===== config.mk =====
export PLATFORM = sky130hd
export DESIGN_NAME = rle_encoder
export DESIGN_NICKNAME = d
export VERILOG_FILES = /design/src/rtl/rle_pkg.sv /design/src/rtl/rle_pair_fifo.sv /design/src/rtl/rle_encoder.sv
export SDC_FILE = /design/constraint.sdc
export NUM_CORES = 1
export LEC_CHECK = 0
export BUFFER_PORTS_ARGS = -buffer_cell sky130_fd_sc_hd__buf_2
export CAP_MARGIN = 20
export CELL_PAD_IN_SITES_DETAIL_PLACEMENT = 2
export CELL_PAD_IN_SITES_GLOBAL_PLACEMENT = 2
export CORE_ASPECT_RATIO = 1.1
export CORE_MARGIN = 5
export CORE_UTILIZATION = 50
export CTS_CLUSTER_DIAMETER = 120
export DETAILED_ROUTE_END_ITERATION = 8
export PLACE_DENSITY = 0.8
export SYNTH_ARGS = -nofsm -noshare
export SYNTH_HDL_FRONTEND = slang
export SYNTH_SLANG_ARGS = --single-unit
export TNS_END_PERCENT = 100

===== constraint.sdc =====
create_clock -name clk -period 8.06 [get_ports clk]
set_clock_uncertainty 0.1 [all_clocks]
set_input_delay 0.403 -clock clk [delete_from_list [all_inputs] [get_ports clk]]
set_output_delay 0.403 -clock clk [all_outputs]
set_load 0.01 [all_outputs]

===== src/rtl/rle_pkg.sv =====
// rtl/rle_pkg.sv - shared types and defaults for the run-length encoder
package rle_pkg;

  localparam int unsigned RLE_MAX_RUN    = 255;
  localparam int unsigned RLE_FIFO_DEPTH = 8;

  typedef enum logic [1:0] {
    S_IDLE      = 2'd0,
    S_SEND_CNT  = 2'd1,
    S_SEND_BYTE = 2'd2
  } ser_state_t;

  // 'byte' is a reserved word, so the run value field is called data
  typedef struct packed {
    logic [7:0] count;
    logic [7:0] data;
  } rle_pair_t;

endpackage


===== src/rtl/rle_pair_fifo.sv =====
// rtl/rle_pair_fifo.sv - synchronous pair FIFO with registered read data
module rle_pair_fifo
  import rle_pkg::*;
#(
  parameter int unsigned DEPTH = RLE_FIFO_DEPTH
) (
  input  logic                   clk,
  input  logic                   reset,
  input  logic                   push,
  input  rle_pair_t              push_data,
  input  logic                   pop,
  output rle_pair_t              rd_data,
  output logic                   full,
  output logic                   empty,
  output logic [$clog2(DEPTH):0] count
);

  localparam int AW = $clog2(DEPTH);

  rle_pair_t        mem_q [DEPTH];
  logic [AW-1:0]    wr_ptr_q, wr_ptr_d;
  logic [AW-1:0]    rd_ptr_q, rd_ptr_d;
  logic [AW:0]      count_q, count_d;
  rle_pair_t        rd_data_q, rd_data_d;
  logic             wr_en;
  logic             rd_en;

  assign full  = (count_q == (AW+1)'(DEPTH));
  assign empty = (count_q == '0);
  assign count = count_q;
  assign rd_data = rd_data_q;

  // a pop on a full FIFO frees the slot the same cycle, so the push may proceed
  assign wr_en = push && (!full || pop);
  assign rd_en = pop && !empty;

  // next-state for pointers, occupancy and the registered head
  always_comb begin
    wr_ptr_d  = wr_ptr_q;
    rd_ptr_d  = rd_ptr_q;
    count_d   = count_q;
    rd_data_d = rd_data_q;
    if (wr_en) begin
      wr_ptr_d = wr_ptr_q + 1'b1;
    end
    if (rd_en) begin
      rd_ptr_d  = rd_ptr_q + 1'b1;
      rd_data_d = mem_q[rd_ptr_q];
    end
    if (wr_en && !rd_en) begin
      count_d = count_q + 1'b1;
    end else if (!wr_en && rd_en) begin
      count_d = count_q - 1'b1;
    end
  end

  // control state registers
  always_ff @(posedge clk or negedge reset) begin
    if (!reset) begin
      wr_ptr_q  <= '0;
      rd_ptr_q  <= '0;
      count_q   <= '0;
      rd_data_q <= '0;
    end else begin
      wr_ptr_q  <= wr_ptr_d;
      rd_ptr_q  <= rd_ptr_d;
      count_q   <= count_d;
      rd_data_q <= rd_data_d;
    end
  end

  // storage array; contents are don't-care while empty, so no reset
  always_ff @(posedge clk) begin
    if (wr_en) begin
      mem_q[wr_ptr_q] <= push_data;
    end
  end

endmodule


===== src/rtl/rle_encoder.sv =====
// rtl/rle_encoder.sv - byte-stream run-length encoder emitting (count, byte) pairs
module rle_encoder
  import rle_pkg::*;
#(
  parameter int unsigned MAX_RUN    = RLE_MAX_RUN,
  parameter int unsigned FIFO_DEPTH = RLE_FIFO_DEPTH
) (
  input  logic       clk,
  input  logic       reset,
  input  logic       in_valid,
  input  logic [7:0] in_data,
  input  logic       flush,
  input  logic       out_ready,
  output logic       out_valid,
  output logic [7:0] out_data,
  output logic       busy,
  output logic       overflow
);

  localparam int          CW       = $clog2(FIFO_DEPTH) + 1;
  localparam logic [7:0]  MAX_CNT  = 8'(MAX_RUN);
  localparam logic [CW:0] DEPTH_W  = (CW+1)'(FIFO_DEPTH);

  logic [7:0]  cur_byte_q, cur_byte_d;
  logic [7:0]  cur_cnt_q, cur_cnt_d;
  logic        run_open_q, run_open_d;
  logic        flush_pend_q, flush_pend_d;
  logic        overflow_q, overflow_d;

  logic        push_req;
  logic        push_ok;
  rle_pair_t   push_pair;

  ser_state_t  ser_state_q;
  logic        out_valid_q;
  logic [7:0]  out_data_c;

  logic        fifo_pop;
  logic        fifo_full;
  logic        fifo_empty;
  logic [CW-1:0] fifo_count;
  rle_pair_t   hold_pair;

  logic        hold_busy;
  logic        hold_release;
  logic [CW:0] occupancy;

  // run tracker: extend, close or open runs; a flush coinciding with a byte waits one cycle
  always_comb begin
    cur_byte_d   = cur_byte_q;
    cur_cnt_d    = cur_cnt_q;
    run_open_d   = run_open_q;
    flush_pend_d = 1'b0;
    push_req     = 1'b0;
    push_pair    = '{count: cur_cnt_q, data: cur_byte_q};
    if (flush_pend_q) begin
      push_req     = run_open_q;
      flush_pend_d = flush && in_valid;
      if (in_valid) begin
        cur_byte_d = in_data;
        cur_cnt_d  = 8'd1;
        run_open_d = 1'b1;
      end else begin
        run_open_d = 1'b0;
      end
    end else if (in_valid) begin
      flush_pend_d = flush;
      if (!run_open_q) begin
        cur_byte_d = in_data;
        cur_cnt_d  = 8'd1;
        run_open_d = 1'b1;
      end else if ((in_data == cur_byte_q) && (cur_cnt_q < MAX_CNT)) begin
        cur_cnt_d = cur_cnt_q + 8'd1;
      end else begin
        push_req   = 1'b1;
        cur_byte_d = in_data;
        cur_cnt_d  = 8'd1;
      end
    end else if (flush && run_open_q) begin
      push_req   = 1'b1;
      run_open_d = 1'b0;
    end
  end

  // the serializer's holding register counts toward pair capacity; finishing a data byte frees a slot
  always_comb begin
    hold_busy    = (ser_state_q != S_IDLE);
    hold_release = (ser_state_q == S_SEND_BYTE) && out_ready;
    occupancy    = {1'b0, fifo_count} + {{CW{1'b0}}, hold_busy};
    push_ok      = push_req && ((occupancy < DEPTH_W) || hold_release) && (!fifo_full || fifo_pop);
    overflow_d   = overflow_q || (push_req && !push_ok);
    fifo_pop     = !fifo_empty && ((ser_state_q == S_IDLE) || hold_release);
  end

  // run tracker and sticky overflow registers
  always_ff @(posedge clk or negedge reset) begin
    if (!reset) begin
      cur_byte_q   <= 8'h00;
      cur_cnt_q    <= 8'h00;
      run_open_q   <= 1'b0;
      flush_pend_q <= 1'b0;
      overflow_q   <= 1'b0;
    end else begin
      cur_byte_q   <= cur_byte_d;
      cur_cnt_q    <= cur_cnt_d;
      run_open_q   <= run_open_d;
      flush_pend_q <= flush_pend_d;
      overflow_q   <= overflow_d;
    end
  end

  rle_pair_fifo #(
    .DEPTH (FIFO_DEPTH)
  ) u_fifo (
    .clk       (clk),
    .reset     (reset),
    .push      (push_ok),
    .push_data (push_pair),
    .pop       (fifo_pop),
    .rd_data   (hold_pair),
    .full      (fifo_full),
    .empty     (fifo_empty),
    .count     (fifo_count)
  );

  // serializer: count byte then data byte per pair, chaining pairs without a bubble
  always_ff @(posedge clk or negedge reset) begin
    if (!reset) begin
      ser_state_q <= S_IDLE;
      out_valid_q <= 1'b0;
    end else begin
      case (ser_state_q)
        S_IDLE: begin
          if (!fifo_empty) begin
            ser_state_q <= S_SEND_CNT;
            out_valid_q <= 1'b1;
          end
        end
        S_SEND_CNT: begin
          if (out_ready) begin
            ser_state_q <= S_SEND_BYTE;
          end
        end
        S_SEND_BYTE: begin
          if (out_ready) begin
            if (!fifo_empty) begin
              ser_state_q <= S_SEND_CNT;
            end else begin
              ser_state_q <= S_IDLE;
              out_valid_q <= 1'b0;
            end
          end
        end
        default: begin
          ser_state_q <= S_IDLE;
          out_valid_q <= 1'b0;
        end
      endcase
    end
  end

  // output byte selected from the held pair by serializer state; zero when idle
  always_comb begin
    out_data_c = 8'h00;
    case (ser_state_q)
      S_SEND_CNT:  out_data_c = hold_pair.count;
      S_SEND_BYTE: out_data_c = hold_pair.data;
      default:     out_data_c = 8'h00;
    endcase
  end

  assign out_valid = out_valid_q;
  assign out_data  = out_data_c;
  assign overflow  = overflow_q;
  assign busy      = run_open_q || flush_pend_q || !fifo_empty || (ser_state_q != S_IDLE);

endmodule


==> flow_metrics.py <==
metrics = {
    "final_layout": {
        "insertedDiodeCount": 0,
        "post-route-util_pct": 57.2,
        "share_of_post_route_cells_with_drive_strength_above_1_pct": 25.8,
        "flow.area_growth_from_synthesis_pct": 13.0,
        "design.final.nets": 481,
    },
    "cts": {
        "hold_buffers": 1,
        "master_cell_of_the_clock_root_buffer": "sky130_fd_sc_hd__clkbuf_16",
        "tritoncts": "done",
        "cts_num_sinks": 176,
        "cts_setup_buffers": 0,
        "insertion_delay_ps": 440,
        "cts_buffer_depth": 2,
        "cts.repair.resized": 0,
        "cts.clk_slew.worst_paths_ps": 70,
        "cts-htree-levels": 4,
        "total_cts_buffers": 17,
    },
    "power_and_ir_drop": {
        "powerDensity_nw_per_um2": 368,
        "internal-power_mw": 1.98,
        "vdd_drop_max_mv": 0.242,
        "pwr-share-seq_pct": 44.1,
        "power.leakage_nw": 2.90,
        "share_comb_of_total_power_pct": 29.8,
        "power.share.clock_pct": 26.2,
        "switching_share_pct": 34.5,
        "net-switching-power_mw": 1.04,
    },
    "floorplan": {
        "die_y_um": 137,
        "rows": 46,
        "core_um2": 14400,
        "fp.dieW_um": 125,
        "floorplan.io_pins": 24,
        "initial_utilization_pct": 50.6,
        "die_area_um2": 17100,
    },
    "global_routing": {
        "grt_usage_pct": 24.1,
        "grt_antenna_before_repair": 0,
        "grt_pass1_vias": 4561,
        "grt.overflow.total": 0,
        "maximum_number_of_pins_on_one_net_before_global_route_repair": 49,
        "grt_first_pass_wirelength_um": 29400,
    },
    "timing": {
        "finalCritPeriodShare_pct": 52.5,
        "max_slew.worst_pin.slew_ps": 1100,
        "finalHoldViolCount": 0,
        "rsz0062_at_grt": "no",
        "final-max-slew-violation-count": 0,
        "timing.fmax_mhz": 236,
        "setup_ws_ps": 3830,
        "fin_tns_setup_ps": 0,
        "worst_slew_margin_rel_pct": 26.6,
        "post-route-min-period_ps": 4230,
        "number_of_setup_violations_in_the_final_report": 0,
    },
    "yosys": {
        "synth.yosys.warnings": 0,
        "yosys.cell_count.top_type": "sky130_fd_sc_hd__edfxtp_1",
        "dominantRegCellSynth": "sky130_fd_sc_hd__edfxtp_1",
        "synth_common_cells": "sky130_fd_sc_hd__edfxtp_1 (128), sky130_fd_sc_hd__dfrtp_1 (48), sky130_fd_sc_hd__mux4_2 (32)",
        "synthDominantCellAreaShare_pct": 52.7,
        "area_contributors_post_synth": "sky130_fd_sc_hd__edfxtp_1 (53%), sky130_fd_sc_hd__dfrtp_1 (16%), sky130_fd_sc_hd__mux4_2 (9.9%)",
        "synthesis.area_um2": 7290,
        "synthCells": 424,
        "synth_top_cell_by_area": "sky130_fd_sc_hd__edfxtp_1",
        "ys_async_sr_fraction_pct": 27.3,
        "mappedNetlistNets": 449,
        "count_of_flip_flops_with_a_built_in_enable_after_synthesis": 128,
        "ys_ff_latch": 176,
        "count_of_different_cell_masters_after_synthesis": 47,
        "seq_area_frac_synth_pct": 69.2,
        "syn_area_per_cell_um2": 17.2,
    },
    "setup_path": {
        "critPathArrivalTime_ps": 4480,
        "worst_path_largest_cell_delay_ps": 650,
        "r2r_cells": 14,
        "worstSetupPathType": "reg -> reg",
        "worst-endpoint-required_ps": 8310,
        "type_of_destination_of_the_critical_path": "register",
        "timing.reg2reg.setup_slack_ps": 3830,
        "worst_r2r_startpoint": "cur_cnt_q[1]",
        "worst_setup_path_startpoint": "cur_cnt_q[1]",
        "critical_path.reg2reg.endpoint": "u_fifo.count[3]",
        "critical-path-top-cell-by-count": "sky130_fd_sc_hd__ha_1",
        "cp_max_delay_cell": "sky130_fd_sc_hd__a211o_1",
        "critPathMaxFanout": 12,
        "worstSetupStartpointType": "register",
        "worstPathCellList": "ha_1, and4_4, nand4_4, nor3b_1, a211o_1, inv_1, ha_1, inv_1, ha_1, a21o_1, a21oi_1, xnor2_1, nor2_1, xor2_1",
    },
    "route": {
        "drt-pass1-iter-count": 5,
        "total_detailed_routing_wirelength_um": 19400,
        "post_drt_wl_per_cell_um": 29.3,
        "dr.first_iter.drc_count": 239,
        "via_count": 4002,
        "drt.antenna.violating_nets": 0,
        "avgViaCountPerCell": 6.05,
        "detail_route.drc_violations": 0,
    },
    "placement": {
        "place.gp.congestion": 0.751,
        "hpwl_detailed_um": 11600,
        "preCtsSetupSlack_ps": 4110,
        "port_buffers": 23,
    },
    "run_status": {
        "status": "finished, final reports clean",
    },
    "hold_path": {
        "worstHoldPathType": "in -> reg",
        "min_to": "run_open_q",
        "min_path_cells": 2,
        "worstHoldStart": "flush",
    },
    "run": {
        "max_cap_viol_count": 0,
    },
}
-- worst max-delay path, delay by kind of cell (launching register included) --
| family | cells | cell delay, ps |
|---|---|---|
| AND/OR/NAND/NOR | 4 | 960 |
| AO/OA/AOI/OAI | 3 | 1050 |
| flip-flops | 1 | 540 |
| XOR/XNOR | 2 | 330 |
| buffers and inverters | 2 | 280 |
| adder cells (fa/ha/maj) | 3 | 850 |
-- metrics by stage --
step | cells | hold WS (ps) | total power, mW | area (um2)
floorplan | 424 | 7.41 | 1.91 | 7290
global placement | 628 | 357 | 2.13 | 7660
detailed placement | 628 | 343 | 2.23 | 7660
CTS | 661 | 77.3 | 3.05 | 8230
global route | 661 | 81.2 | 3.17 | 8230
finish | 661 | 95.2 | 3.03 | 8230
-- layout by cell type, fill, tap and decap left out, types with 3 or more instances in the layout --
cell / instances
sky130_fd_sc_hd__nand2_1: 8
sky130_fd_sc_hd__nor2_1: 24
sky130_fd_sc_hd__nor2b_1: 9
sky130_fd_sc_hd__mux4_2: 32
sky130_fd_sc_hd__mux2_2: 12
sky130_fd_sc_hd__buf_4: 10
sky130_fd_sc_hd__a22oi_1: 8
sky130_fd_sc_hd__xnor2_1: 16
sky130_fd_sc_hd__clkinv_2: 4
sky130_fd_sc_hd__inv_4: 3
sky130_fd_sc_hd__buf_2: 23
sky130_fd_sc_hd__clkbuf_16: 19
sky130_fd_sc_hd__clkinv_4: 4
sky130_fd_sc_hd__nand3_1: 7
sky130_fd_sc_hd__o21ai_0: 8
sky130_fd_sc_hd__ha_1: 11
sky130_fd_sc_hd__edfxtp_1: 128
sky130_fd_sc_hd__dfrtp_1: 46
sky130_fd_sc_hd__nor4_1: 3
sky130_fd_sc_hd__nor4b_4: 3
sky130_fd_sc_hd__mux2i_1: 16
sky130_fd_sc_hd__a21oi_1: 25
sky130_fd_sc_hd__inv_1: 10
-- cell type report --
class | count | area (um2)
Sequential cell | 176 | 5050
Inverter | 10 | 37.5
Timing Repair Buffer | 34 | 200
Fill cell | 1234 | 6150
Multi-Input combinational cell | 217 | 2150
Tap cell | 192 | 240
Clock inverter | 12 | 81.3
Clock buffer | 20 | 479
-- metal layers --
metal / vias to the layer above / GRT usage (%) / routed length, um
li1: 1706 / - / -
met1: 2129 / 30.0 / 7940
met2: 130 / 41.6 / 10000
met3: 37 / 5.66 / 913
met4: 0 / 8.92 / 518
met5: - / 0 / 0
-- worst max-delay path by stage --
stage                               to  slack, ps
global placement       u_fifo.count[3]       4520
floorplan           u_fifo.mem_q[0][0]       4250
CTS                    u_fifo.count[3]       3830
finish                 u_fifo.count[3]       3830
global route           u_fifo.count[3]       3700
detailed placement     u_fifo.count[3]       4110
-- registers in the layout, summed over array words and instances, names as in the netlist --
| register | cells |
|---|---|
| run_open_q | 1 |
| overflow | 1 |
| u_fifo.wr_ptr_q | 3 |
| flush_pend_q | 1 |
| cur_byte_q | 8 |
| cur_cnt_q | 8 |
| u_fifo.rd_data | 16 |
| ser_state_q | 2 |
| u_fifo.mem_q | 128 |
| out_valid | 1 |
| u_fifo.count | 4 |
| u_fifo.rd_ptr_q | 3 |
-- power by group through the flow --
stage | Combinational, mW | Sequential [mW] | Clock (mW)
2_1_floorplan | 0.699 | 1.21 | 0
3_3_place_gp | 0.811 | 1.32 | 0
3_5_place_dp | 0.881 | 1.35 | 0
4_1_cts | 0.913 | 1.34 | 0.806
5_1_grt | 0.972 | 1.35 | 0.853
6_report | 0.902 | 1.33 | 0.792
-- cell families after synthesis --
| group | after synthesis | synth area share, % |
|---|---|---|
| fa+ha+maj | 12 | 2.16 |
| simple gates | 73 | 6.10 |
| buf+inv | 31 | 1.80 |
| compound gates | 54 | 4.60 |
| xor+xnor | 18 | 2.16 |
| flops | 176 | 69.2 |
| mux | 60 | 13.9 |
(Power assumes the default switching activity.)
